<file path="config.mk">
export PLATFORM = sky130hd
export DESIGN_NAME = retospect_bs_loader
export DESIGN_NICKNAME = d
export VERILOG_FILES = /design/src/rtl/retospect_bs_loader.sv
export SDC_FILE = /design/constraint.sdc
export NUM_CORES = 1
export LEC_CHECK = 0
export ABC_AREA = 0
export CORE_UTILIZATION = 30
export DETAILED_ROUTE_END_ITERATION = 6
export HOLD_SLACK_MARGIN = 0.03
export PLACE_DENSITY = 0.53
export SLEW_MARGIN = 0
export SYNTH_ARGS = -nofsm -noshare
export SYNTH_HDL_FRONTEND = slang
export SYNTH_SLANG_ARGS = --single-unit
</file>
<file path="constraint.sdc">
create_clock -name clk -period 4.05 [get_ports clk]
set_input_delay 0.405 -clock clk [delete_from_list [all_inputs] [get_ports clk]]
set_output_delay 0.405 -clock clk [all_outputs]
set_load 0.02 [all_outputs]
</file>
<file path="src/rtl/retospect_bs_loader.sv">
// retospect_bs_loader
// Host-side bitstream transmitter for the neurochip configuration shift chain.
// Bytes arrive over a valid/ready handshake and are serialized LSB first onto
// the chain's config_en/bs_in pair. Exactly CHAIN_LEN bits are shifted per
// load, after which reset_nn is optionally pulsed and done is raised.
//
// Build option: define RETOSPECT_BSL_READBACK_EN to capture the chain tail
// (bs_out) into readback bytes during the load. Without it rb_byte/rb_valid
// are tied to 0.
//
// Ports:
//   clk, reset        clock; asynchronous active-high reset
//   start             one-cycle load request (honoured only when idle)
//   abort             terminate an active load (SHIFT or NN)
//   byte_in[7:0]      configuration byte, shifted LSB first
//   byte_valid        byte_in valid
//   byte_ready        loader accepts byte_in this cycle
//   cfg_en, cfg_bs    chain config_en / bs_in
//   cfg_ret           chain tail bs_out
//   nn_pulse          chain reset_nn
//   busy              load in progress (state != IDLE)
//   done              one-cycle pulse at load completion
//   rb_byte, rb_valid readback byte and its one-cycle strobe
module retospect_bs_loader #(
  parameter int CHAIN_LEN = 336,
  parameter int CNT_W     = 9,
  parameter int PULSE_NN  = 1
) (
  input  logic       clk,
  input  logic       reset,
  input  logic       start,
  input  logic       abort,
  input  logic [7:0] byte_in,
  input  logic       byte_valid,
  output logic       byte_ready,
  output logic       cfg_en,
  output logic       cfg_bs,
  input  logic       cfg_ret,
  output logic       nn_pulse,
  output logic       busy,
  output logic       done,
  output logic [7:0] rb_byte,
  output logic       rb_valid
);

  typedef enum logic [1:0] {IDLE, SHIFT, NN, DONE} state_t;

  localparam logic [CNT_W:0] LEN_W = (CNT_W+1)'(CHAIN_LEN);

  state_t           state_q, state_d;
  logic [CNT_W-1:0] bit_cnt_q, bit_cnt_d;
  logic [7:0]       sh_q, sh_d;
  logic [3:0]       pend_q, pend_d;

  logic             shift_now;
  logic             accept;
  logic             last_bit;
  logic [CNT_W:0]   rem_now;
  logic [CNT_W:0]   rem_after;
  logic [3:0]       pend_load;

  // Bits still owed to the chain, before and after this cycle's shift.
  assign rem_now   = LEN_W - {1'b0, bit_cnt_q};
  assign shift_now = (state_q == SHIFT) && (pend_q != 4'd0);
  assign rem_after = rem_now - (CNT_W+1)'(shift_now);
  assign last_bit  = shift_now && (rem_now == (CNT_W+1)'(1));

  // A freshly loaded byte only carries as many bits as the chain still needs;
  // the upper bits of a final partial byte are never shifted.
  assign pend_load = (rem_after >= (CNT_W+1)'(8)) ? 4'd8 : rem_after[3:0];

  // Ready when the shifter is empty or drains its last bit this cycle, and
  // pending bits do not already cover the rest of the chain. abort wins over
  // a simultaneous accept.
  assign byte_ready = (state_q == SHIFT) && !abort && (pend_q <= 4'd1) &&
                      ((CNT_W+1)'(pend_q) < rem_now);
  assign accept     = byte_ready && byte_valid;

  always_comb begin
    state_d   = state_q;
    bit_cnt_d = bit_cnt_q;
    sh_d      = sh_q;
    pend_d    = pend_q;
    case (state_q)
      IDLE: begin
        if (start) begin
          state_d   = SHIFT;
          bit_cnt_d = '0;
          sh_d      = '0;
          pend_d    = '0;
        end
      end
      SHIFT: begin
        if (abort) begin
          state_d = IDLE;
          sh_d    = '0;
          pend_d  = '0;
        end else begin
          if (shift_now) begin
            bit_cnt_d = bit_cnt_q + 1'b1;
            sh_d      = sh_q >> 1;
            pend_d    = pend_q - 4'd1;
          end
          if (accept) begin
            sh_d   = byte_in;
            pend_d = pend_load;
          end
          if (last_bit) begin
            state_d = (PULSE_NN != 0) ? NN : DONE;
          end
        end
      end
      NN:      state_d = abort ? IDLE : DONE;
      DONE:    state_d = IDLE;
      default: state_d = IDLE;
    endcase
  end

  always_ff @(posedge clk or posedge reset) begin
    if (reset) begin
      state_q   <= IDLE;
      bit_cnt_q <= '0;
      sh_q      <= '0;
      pend_q    <= '0;
    end else begin
      state_q   <= state_d;
      bit_cnt_q <= bit_cnt_d;
      sh_q      <= sh_d;
      pend_q    <= pend_d;
    end
  end

  assign cfg_en   = shift_now;
  assign cfg_bs   = shift_now & sh_q[0];
  assign nn_pulse = (state_q == NN);
  assign busy     = (state_q != IDLE);
  assign done     = (state_q == DONE);

`ifdef RETOSPECT_BSL_READBACK_EN
  logic [7:0] rb_sh_q, rb_sh_d;
  logic [2:0] rb_cnt_q, rb_cnt_d;
  logic [7:0] rb_byte_q, rb_byte_d;
  logic       rb_valid_q, rb_valid_d;
  logic       cap;
  logic [7:0] cap_sh;

  // Tail bit enters at the MSB so the earliest capture ends up at the LSB.
  assign cap    = shift_now && !abort;
  assign cap_sh = {cfg_ret, rb_sh_q[7:1]};

  always_comb begin
    rb_sh_d    = rb_sh_q;
    rb_cnt_d   = rb_cnt_q;
    rb_byte_d  = rb_byte_q;
    rb_valid_d = 1'b0;
    if ((state_q == IDLE) && start) begin
      rb_sh_d  = '0;
      rb_cnt_d = '0;
    end else if (abort && ((state_q == SHIFT) || (state_q == NN))) begin
      rb_sh_d  = '0;
      rb_cnt_d = '0;
    end else if (cap) begin
      rb_cnt_d = rb_cnt_q + 3'd1;
      if (rb_cnt_q == 3'd7) begin
        rb_byte_d  = cap_sh;
        rb_valid_d = 1'b1;
        rb_sh_d    = '0;
      end else if (last_bit) begin
        // Trailing partial byte: right-align the rb_cnt_q+1 captured bits.
        rb_byte_d  = cap_sh >> (3'd7 - rb_cnt_q);
        rb_valid_d = 1'b1;
        rb_sh_d    = '0;
        rb_cnt_d   = '0;
      end else begin
        rb_sh_d = cap_sh;
      end
    end
  end

  always_ff @(posedge clk or posedge reset) begin
    if (reset) begin
      rb_sh_q    <= '0;
      rb_cnt_q   <= '0;
      rb_byte_q  <= '0;
      rb_valid_q <= 1'b0;
    end else begin
      rb_sh_q    <= rb_sh_d;
      rb_cnt_q   <= rb_cnt_d;
      rb_byte_q  <= rb_byte_d;
      rb_valid_q <= rb_valid_d;
    end
  end

  assign rb_byte  = rb_byte_q;
  assign rb_valid = rb_valid_q;
`else
  logic unused_cfg_ret;
  assign unused_cfg_ret = cfg_ret;
  assign rb_byte        = 8'h00;
  assign rb_valid       = 1'b0;
`endif

endmodule

</file>
==> results.cfg <==
[run_status]
outcome = finished clean

[finish]
antenna_cells = 0
area_delta_synth_final_pct = 13.7
utilization_pct = 35.5
final_cells = 286
layout.nets = 237
final_common_cell = dfrtp_1
drive_above_1_share_pct = 11.4
most-common-layout-cells = 23 x dfrtp_1, 18 x clkdlybuf4s50_1, 12 x nand2_1

[yosys]
synth.cell_area_sq_um = 1860
ys_seq_elements = 23
yosys_warnings = 0
synth-edff-count = 0
synth_flop_cell = dfrtp_1
yosysTopAreaCellShare_pct = 31.0
synth_area_leader_cell = dfrtp_1
synth_cells = 195
ys_seq_area_share_pct = 31.0
synth_cell_types = 57
synthArstFlopShare_pct = 100
synth.avg_cell_area_sq_um = 9.52
synthTopCellsByArea = dfrtp_1 31%, ha_1 7.4%, mux2i_1 4.3%

[placement]
dp_hpwl_mm = 2.86
port_buffers = 18
place_congestion = 0.778
dp_cells = 282

[detailed_routing]
vias_per_cell = 4.81
routed_wl_mm = 3.77
drc = 0
ant_nets = 0
drt_iter0_markers = 71
dr.pass1.iters = 4
avgRoutedWirePerCell_um = 13.2
vias = 1377

[worst_setup_path]
criticalPathCategory = reg2out
crit_fanout = 11
crit_path_end_kind = output pin
crit_required_ps = 3640
cp-start-kind = register
rr_worst_depth = 12
crit_start = bit_cnt_q[0]
critPathArrivalTime_ps = 3080
r2r-start = pend_q[0]

[global_route]
grt_pass1_wl_mm = 6.23
first_global_vias = 1326
grt_usage_pct = 12.3
grt_max_degree = 24
grt-ovfl-total = 0
antenna_found_initial = 0

[power]
fin_total_pwr_uw = 1200
power.density_nw_per_um2 = 570
leakage_uw = 0.000943
ir_drop_mv = 0.297

[floorplanning]
die-height_um = 80.7
rows = 28
die_w_um = 80.7
pin_count = 29
start_util_pct = 31.2
core_area_sq_um = 5960
die_area_sq_um = 6510

[clock_network]
clock_sinks = 23
ctsResizeCount = 0
holdBufCountCts = 0
cts_tree = built
clkTransAtPathRegs_ps = 90
cts_buffers = 3
clk_latency_ps = 260
htreeDepth = 1
cts_root_buffer = clkbuf_8
cts.path.max_buffers = 2
post-cts-setup-buffers = 0

[timing]
hold_violations = 0
slew_headroom_pct = 40.0
tns_ps = 0
grt_setup_unrepaired = no
skew_ps = 5.51
tightest_slew_ps = 899
finalCriticalPeriod_ps = 3490
max_clock_freq_mhz = 287
fin_crit_sh_pct = 86.1
setup_violations = 0
slew_violations = 0

[min_path]
hold_depth = 1
min_from = sh_q[0]
min_path_type = reg2reg

[job]
max_cap_viol_count = 0
-- Yosys cell counts, drive strengths merged (2+ instances only) --
master   instances
a211o            2
a21boi           2
a21oi            7
a221o            2
a31oi            3
and2             3
and3             3
and4b            4
buf             15
clkbuf           2
dfrtp           23
ha              11
inv             11
mux2i            8
nand2           12
nand2b           2
nand3            5
nor2            11
nor2b            4
nor3             9
nor3b            5
nor4b            2
o21ai           10
o2bb2ai          7
or3              3
or3b             2
xnor2            3
xor2             7
-- cells by family (layout without fill, tap and decap cells) --
family | Yosys count | in the layout | synth area share (%)
buffers and inverters | 28 | 36 | 8.56
xor gates and xnor gates | 10 | 10 | 4.72
muxes | 8 | 8 | 4.31
other | 1 | 9 | 0.202
adders and majority gates | 11 | 11 | 7.41
DFF | 23 | 23 | 31.0
AOI/OAI and AO/OA | 43 | 43 | 18.7
and+or+nand+nor | 71 | 71 | 25.1
-- power breakdown --
part / internal [uW] / switching [uW] / total, uW
logic: 303 / 412 / 715
registers: 284 / 61.7 / 346
clock network: 68.6 / 74.3 / 143
-- layout make-up --
cell class | count | area [sq um]
fill | 642 | 3840
multi-input combinational | 152 | 1150
sequential | 23 | 576
timing repair buffer | 21 | 203
tap | 75 | 93.8
clock buffer | 3 | 41.3
inverter | 11 | 41.3
clock inverter | 1 | 5.00
-- registers in the layout (all words and copies together), names as in the netlist --
register,flops
bit_cnt_q,9
sh_q,8
pend_q,4
state_q,2
-- through the flow --
step / hold WS [ps] / instance area (sq um) / setup slack, ps
after floorplan: 407 / 1890 / 1040
after detailed placement: 473 / 2070 / 782
final: 493 / 2110 / 561
after CTS: 498 / 2110 / 537
after global routing: 511 / 2110 / 323
after global placement: 471 / 2070 / 793
-- metal layers --
layer	wire length [um]	global-route usage [%]	vias to the layer above
li1	-	-	717
met1	2020	18.3	640
met2	1650	18.4	18
met3	80	1.82	2
met4	22	3.21	0
met5	0	0	-
-- worst max-delay path: stages, from the launching register on --
cell and delay (ps):
dfrtp_1 540, inv_1 140, ha_1 320, xor2_1 280, ha_1 280, or3_1 290
o21ai_0 80, a21oi_1 110, a21oi_1 170, clkdlybuf4s50_1 610
-- final timing paths --
path                                end  slack (ps)
min in group asynchronous    state_q[1]         630
hold / removal                  sh_q[0]         490
setup / recovery             byte_ready         560
setup reg to reg              pend_q[0]         730
max in group asynchronous  bit_cnt_q[0]        2870
hold reg to reg                 sh_q[0]         490
(Power assumes the default switching activity.)
